File: config.mk
export PLATFORM = sky130hd
export DESIGN_NAME = draw_command_executor
export DESIGN_NICKNAME = d
export VERILOG_FILES = /design/src/rtl/draw_command_executor.sv
export SDC_FILE = /design/constraint.sdc
export NUM_CORES = 1
export LEC_CHECK = 0
export CORE_MARGIN = 3
export CORE_UTILIZATION = 50
export CTS_CLUSTER_DIAMETER = 60
export DETAILED_ROUTE_END_ITERATION = 10
export HOLD_SLACK_MARGIN = 0.08
export PLACE_DENSITY = 0.75
export SLEW_MARGIN = 20
export SYNTH_ARGS = -nofsm -noshare
export SYNTH_HDL_FRONTEND = slang
export SYNTH_SLANG_ARGS = --single-unit
File: constraint.sdc
create_clock -name clk -period 6 [get_ports clk]
set_input_delay 1.2 -clock clk [delete_from_list [all_inputs] [get_ports clk]]
set_output_delay 1.2 -clock clk [all_outputs]
set_load 0.02 [all_outputs]
File: src/rtl/draw_command_executor.sv
// draw_command_executor: executes one drawing command per go/done handshake,
// streaming one pixel per clock (row-major) to the VGA adapter write port and
// suppressing plot for pixels that fall outside the screen.
module draw_command_executor #(
  parameter int SCREEN_W = 160,
  parameter int SCREEN_H = 120
) (
  input  logic       clk,
  input  logic       program_resetn,
  input  logic       go_draw_command,
  input  logic [1:0] cmd_type,
  input  logic [7:0] cmd_x,
  input  logic [6:0] cmd_y,
  input  logic [7:0] cmd_w,
  input  logic [6:0] cmd_h,
  input  logic [2:0] cmd_colour,
  output logic [7:0] x,
  output logic [6:0] y,
  output logic [2:0] colour,
  output logic       plot,
  output logic       done_draw_command,
  output logic [1:0] current_state
);

  typedef enum logic [1:0] {IDLE = 2'd0, LOAD = 2'd1, DRAW = 2'd2, DONE = 2'd3} state_t;

  localparam logic [8:0] SW9 = 9'(SCREEN_W);
  localparam logic [7:0] SH8 = 8'(SCREEN_H);

  state_t     state_q, state_d;
  logic [7:0] x0_q, x0_d, w_q, w_d, cx_q, cx_d;
  logic [6:0] y0_q, y0_d, h_q, h_d, cy_q, cy_d;
  logic [2:0] col_q, col_d, colour_q, colour_d;
  logic [7:0] x_q, x_d;
  logic [6:0] y_q, y_d;
  logic       plot_q, plot_d, done_q, done_d;

  // Scratch values shared by the next-state logic.
  logic [7:0] eff_w, next_cx;
  logic [6:0] eff_h, next_cy;
  logic [8:0] sum_x;
  logic [7:0] sum_y;
  logic       col_end, last_pixel;

  // Next-state and next-output computation; every output is registered, so a
  // pixel is presented the cycle after the edge that selects it.
  always_comb begin
    state_d  = state_q;
    x0_d     = x0_q;
    y0_d     = y0_q;
    w_d      = w_q;
    h_d      = h_q;
    col_d    = col_q;
    cx_d     = cx_q;
    cy_d     = cy_q;
    x_d      = 8'd0;
    y_d      = 7'd0;
    colour_d = 3'd0;
    plot_d   = 1'b0;
    done_d   = 1'b0;

    eff_w = cmd_type[0] ? cmd_w : 8'd1;
    eff_h = cmd_type[1] ? cmd_h : 7'd1;

    col_end    = (cx_q == w_q - 8'd1);
    last_pixel = col_end && (cy_q == h_q - 7'd1);
    next_cx    = col_end ? 8'd0 : cx_q + 8'd1;
    next_cy    = col_end ? cy_q + 7'd1 : cy_q;
    // Sums are one bit wider than the screen coordinates so that a pixel
    // past the right/bottom edge is clipped rather than wrapped.
    sum_x      = {1'b0, x0_q} + {1'b0, next_cx};
    sum_y      = {1'b0, y0_q} + {1'b0, next_cy};

    case (state_q)
      IDLE: begin
        if (go_draw_command) state_d = LOAD;
      end
      LOAD: begin
        if (!go_draw_command) begin
          state_d = IDLE;
        end else begin
          x0_d  = cmd_x;
          y0_d  = cmd_y;
          col_d = cmd_colour;
          w_d   = eff_w;
          h_d   = eff_h;
          cx_d  = 8'd0;
          cy_d  = 7'd0;
          if (eff_w == 8'd0 || eff_h == 7'd0) begin
            state_d = DONE;
            done_d  = 1'b1;
          end else begin
            // Pixel 0 is emitted straight from the command inputs.
            state_d  = DRAW;
            x_d      = cmd_x;
            y_d      = cmd_y;
            colour_d = cmd_colour;
            plot_d   = ({1'b0, cmd_x} < SW9) && ({1'b0, cmd_y} < SH8);
          end
        end
      end
      DRAW: begin
        if (!go_draw_command) begin
          state_d = IDLE;
        end else if (last_pixel) begin
          state_d = DONE;
          done_d  = 1'b1;
        end else begin
          cx_d     = next_cx;
          cy_d     = next_cy;
          x_d      = sum_x[7:0];
          y_d      = sum_y[6:0];
          colour_d = col_q;
          plot_d   = (sum_x < SW9) && (sum_y < SH8);
        end
      end
      DONE: begin
        if (go_draw_command) done_d = 1'b1;
        else                 state_d = IDLE;
      end
      default: state_d = IDLE;
    endcase
  end

  // State and output registers with synchronous active-low reset.
  always_ff @(posedge clk) begin
    if (!program_resetn) begin
      state_q  <= IDLE;
      x0_q     <= 8'd0;
      y0_q     <= 7'd0;
      w_q      <= 8'd0;
      h_q      <= 7'd0;
      col_q    <= 3'd0;
      cx_q     <= 8'd0;
      cy_q     <= 7'd0;
      x_q      <= 8'd0;
      y_q      <= 7'd0;
      colour_q <= 3'd0;
      plot_q   <= 1'b0;
      done_q   <= 1'b0;
    end else begin
      state_q  <= state_d;
      x0_q     <= x0_d;
      y0_q     <= y0_d;
      w_q      <= w_d;
      h_q      <= h_d;
      col_q    <= col_d;
      cx_q     <= cx_d;
      cy_q     <= cy_d;
      x_q      <= x_d;
      y_q      <= y_d;
      colour_q <= colour_d;
      plot_q   <= plot_d;
      done_q   <= done_d;
    end
  end

  assign x                 = x_q;
  assign y                 = y_q;
  assign colour            = colour_q;
  assign plot              = plot_q;
  assign done_draw_command = done_q;
  assign current_state     = state_q;

endmodule

==> results by group <==
Run status
  • Status: complete, no violations

CTS
  • Clock sinks: 70
  • Post-CTS resize count: 0
  • Clock Path Buffers: 2
  • Hold Buf Count CTS: 0
  • Worst skew pair latency: 0.35 ns
  • CTS tree: yes
  • # Post-CTS Setup Buffers: 0
  • Inserted Clock Buffers: 9
  • H-Tree Depth: 3
  • Clock-pin slew on the worst setup and hold paths: 0.09 ns
  • Clock root cell: clkbuf_8

Global routing
  • Total Routing Usage GR: 22.6%
  • Largest net degree at the start of global routing: 46
  • First-pass GRT wire length: 18200 µm
  • Remaining global-route overflow: 0
  • Vias in the first global route: 3913
  • Initial antenna violation count: 0

Critical path
  • Critical path's most frequent cell: nand2b_1
  • Crit-path cells: inv_1 > ha_1 > nand2b_1 > a21oi_1 > a31oi_1 > o2111ai_1 > nor2_1 > nor2_1 > ha_1 > inv_1 > fa_1 > nand2b_1 > a21oi_1 > o21ai_0 > nand2b_1 > xnor2_1 > a21boi_0 > o31ai_1
  • Critical Path Start Type: flip-flop
  • CP Class: reg -> reg
  • Critical path peak fanout: 8
  • Worst Setup End Kind: flip-flop
  • Crit-path slowest cell: dfxtp_1
  • Critical Path Max Stage Delay: 0.45 ns
  • Worst reg-to-reg path cell count: 18
  • CP Data Arrival Time: 4.14 ns
  • Data required, critical path: 6.27 ns

Cells and area
  • Antenna Cells: 0
  • Most frequent cells in the layout: 81 x nand2_1, 70 x dfxtp_1, 59 x clkdlybuf4s50_1, 49 x a21oi_1, 30 x nand3_1
  • Area of the multi-input gates: 0.00267 mm²
  • Filler instances: 714
  • Fin nets: 624
  • Area growth, synth to finish: 17.7%
  • Most common cell after layout, fill and taps aside: nand2_1
  • Layout cells sized above 1: 7.46%
  • FF/Latch Area: 0.00140 mm²

Synth
  • Seq/Total Area, Yosys: 32.5%
  • Synthesized cell area: 0.00432 mm²
  • Ys flop type: dfxtp_1
  • Post-synthesis instance total: 521
  • Post-synth EDFFs: 0
  • Fraction of registers with async set/reset: 0%
  • Synth Register Bits: 70
  • Netlist cell types: 68
  • Syn Area/Cell: 8.28 µm²
  • Net Count, Synth: 587
  • Ys Warns: 0

Floorplanning
  • Num rows: 33
  • Die ar.: 0.00978 mm²
  • # IOs: 60
  • Initial Util: 52.0%
  • Die H: 98.9 µm
  • Area of the core: 0.00830 mm²
  • Die W: 98.9 µm

STA
  • Max Transition Viols Final: 0
  • Worst-Margin Slew: 0.987 ns
  • Min Clock Period, post-route: 3.87 ns
  • Setup violators final: 0
  • Post-Route Setup TNS: 0 ns
  • RSZ-0062 raised after global routing: no
  • Final Cycle Share: 64.5%
  • Worst Skew: 0.00927 ns
  • Final hold violation count: 0
  • Slew headroom: 33.7%
  • Max Fclk: 0.259 GHz

Placed design
  • Port Buffers: 59
  • Routability cong.: 0.916
  • Hpwl dp: 7840 µm

Route
  • Iter 0 DRT Violations: 226
  • Post-DRT Antenna Nets: 0
  • Vias: 3957
  • Routed WL: 10900 µm
  • 1st-pass router iterations: 5
  • Remaining DRCs: 0
  • Post-DR wirelength/cell: 16.3 µm
  • DR vias/cell: 5.92

Hold path
  • Worst Hold Depth: 2
  • Worst Hold Class: reg -> reg

Pwr
  • Leakage Power: 1.86 nW
  • Total power: 1.03 mW
  • Cell area power density: 203 mW/mm²
  • Peak supply drop: 0.149 mV

Flow run
  • Max-cap check violation count: 0
## synth_stat cells (10+ instances only)
library cell	number	share of area [%]
o21ai_0	13	1.5
inv_1	14	1.2
xnor2_1	22	4.5
clkbuf_1	24	2.1
nand4_1	10	1.4
nor2_1	21	1.8
a21oi_1	50	5.8
xor2_1	16	3.2
nand2_1	81	7.0
ha_1	26	7.5
nand3_1	30	3.5
dfxtp_1	70	32
nand2b_1	15	2.2
## final cells by class
class	count	share of cell area [%]
Sequential cell	70	27.6
Clock inverter	7	1.58
Multi-Input combinational cell	400	52.6
Timing Repair Buffer	62	12.1
Tap cell	105	2.59
Inverter	15	1.11
Clock buffer	9	2.44
## metrics by stage
stage	util [%]	area [µm²]	instances	hold WS (ns)	setup slack (ns)
global placement	58.7	4870	652	0.442	2.37
finish	61.2	5080	668	0.463	2.13
CTS	61.1	5070	668	0.464	2.15
detailed placement	58.7	4870	652	0.451	2.21
floorplan	-	4320	521	0.436	2.66
global route	61.2	5080	668	0.474	1.78
## metal layers
metal / vias up / share of wire (%) / wire length [µm] / global-route usage (%)
li1: 1942 / - / - / -
met4: 0 / 2.2 / 239 / 9.66
met3: 23 / 4.6 / 505 / 3.75
met1: 1877 / 44 / 4820 / 29.4
met5: - / 0 / 0 / 0
met2: 115 / 49 / 5330 / 36.9
## final timing paths
check,start,endpoint,slack (ns)
worst min-delay path,col_q[2],col_q[2],0.46
worst max register to register,w_q[0],plot,2.13
worst min register to register,col_q[2],col_q[2],0.46
worst max-delay path,w_q[0],plot,2.13
## worst max-delay path: cells and delay by family (launching register included)
family / cells / cell delay (ns)
AOI/OAI and AO/OA: 7 / 1.31
DFF: 1 / 0.45
buffers and inverters: 2 / 0.14
and+or+nand+nor: 5 / 0.85
adders and majority gates: 3 / 0.90
xor gates and xnor gates: 1 / 0.14
## where the power goes
group          internal (mW)  total (mW)  switching (mW)
Combinational         0.0626       0.141          0.0788
Clock                  0.197       0.402           0.205
Sequential             0.476       0.487          0.0111
## registers in the layout, summed over array words and instances (netlist names)
register / flops
cx_q: 8
x: 8
w_q: 8
current_state: 2
done_draw_command: 1
y0_q: 7
plot: 1
colour: 3
y: 7
cy_q: 7
col_q: 3
x0_q: 8
h_q: 7
## kinds of logic after synthesis
family / after synthesis / synth area share (%)
multiplexers: 1 / 0.232
flip-flops: 70 / 32.5
adder cells (fa/ha/maj): 28 / 8.47
buffers and inverters: 51 / 5.68
AND/OR/NAND/NOR: 203 / 24.2
XOR/XNOR: 38 / 7.71
AO/OA/AOI/OAI: 130 / 21.3
Power figures use the tool's default switching activity.
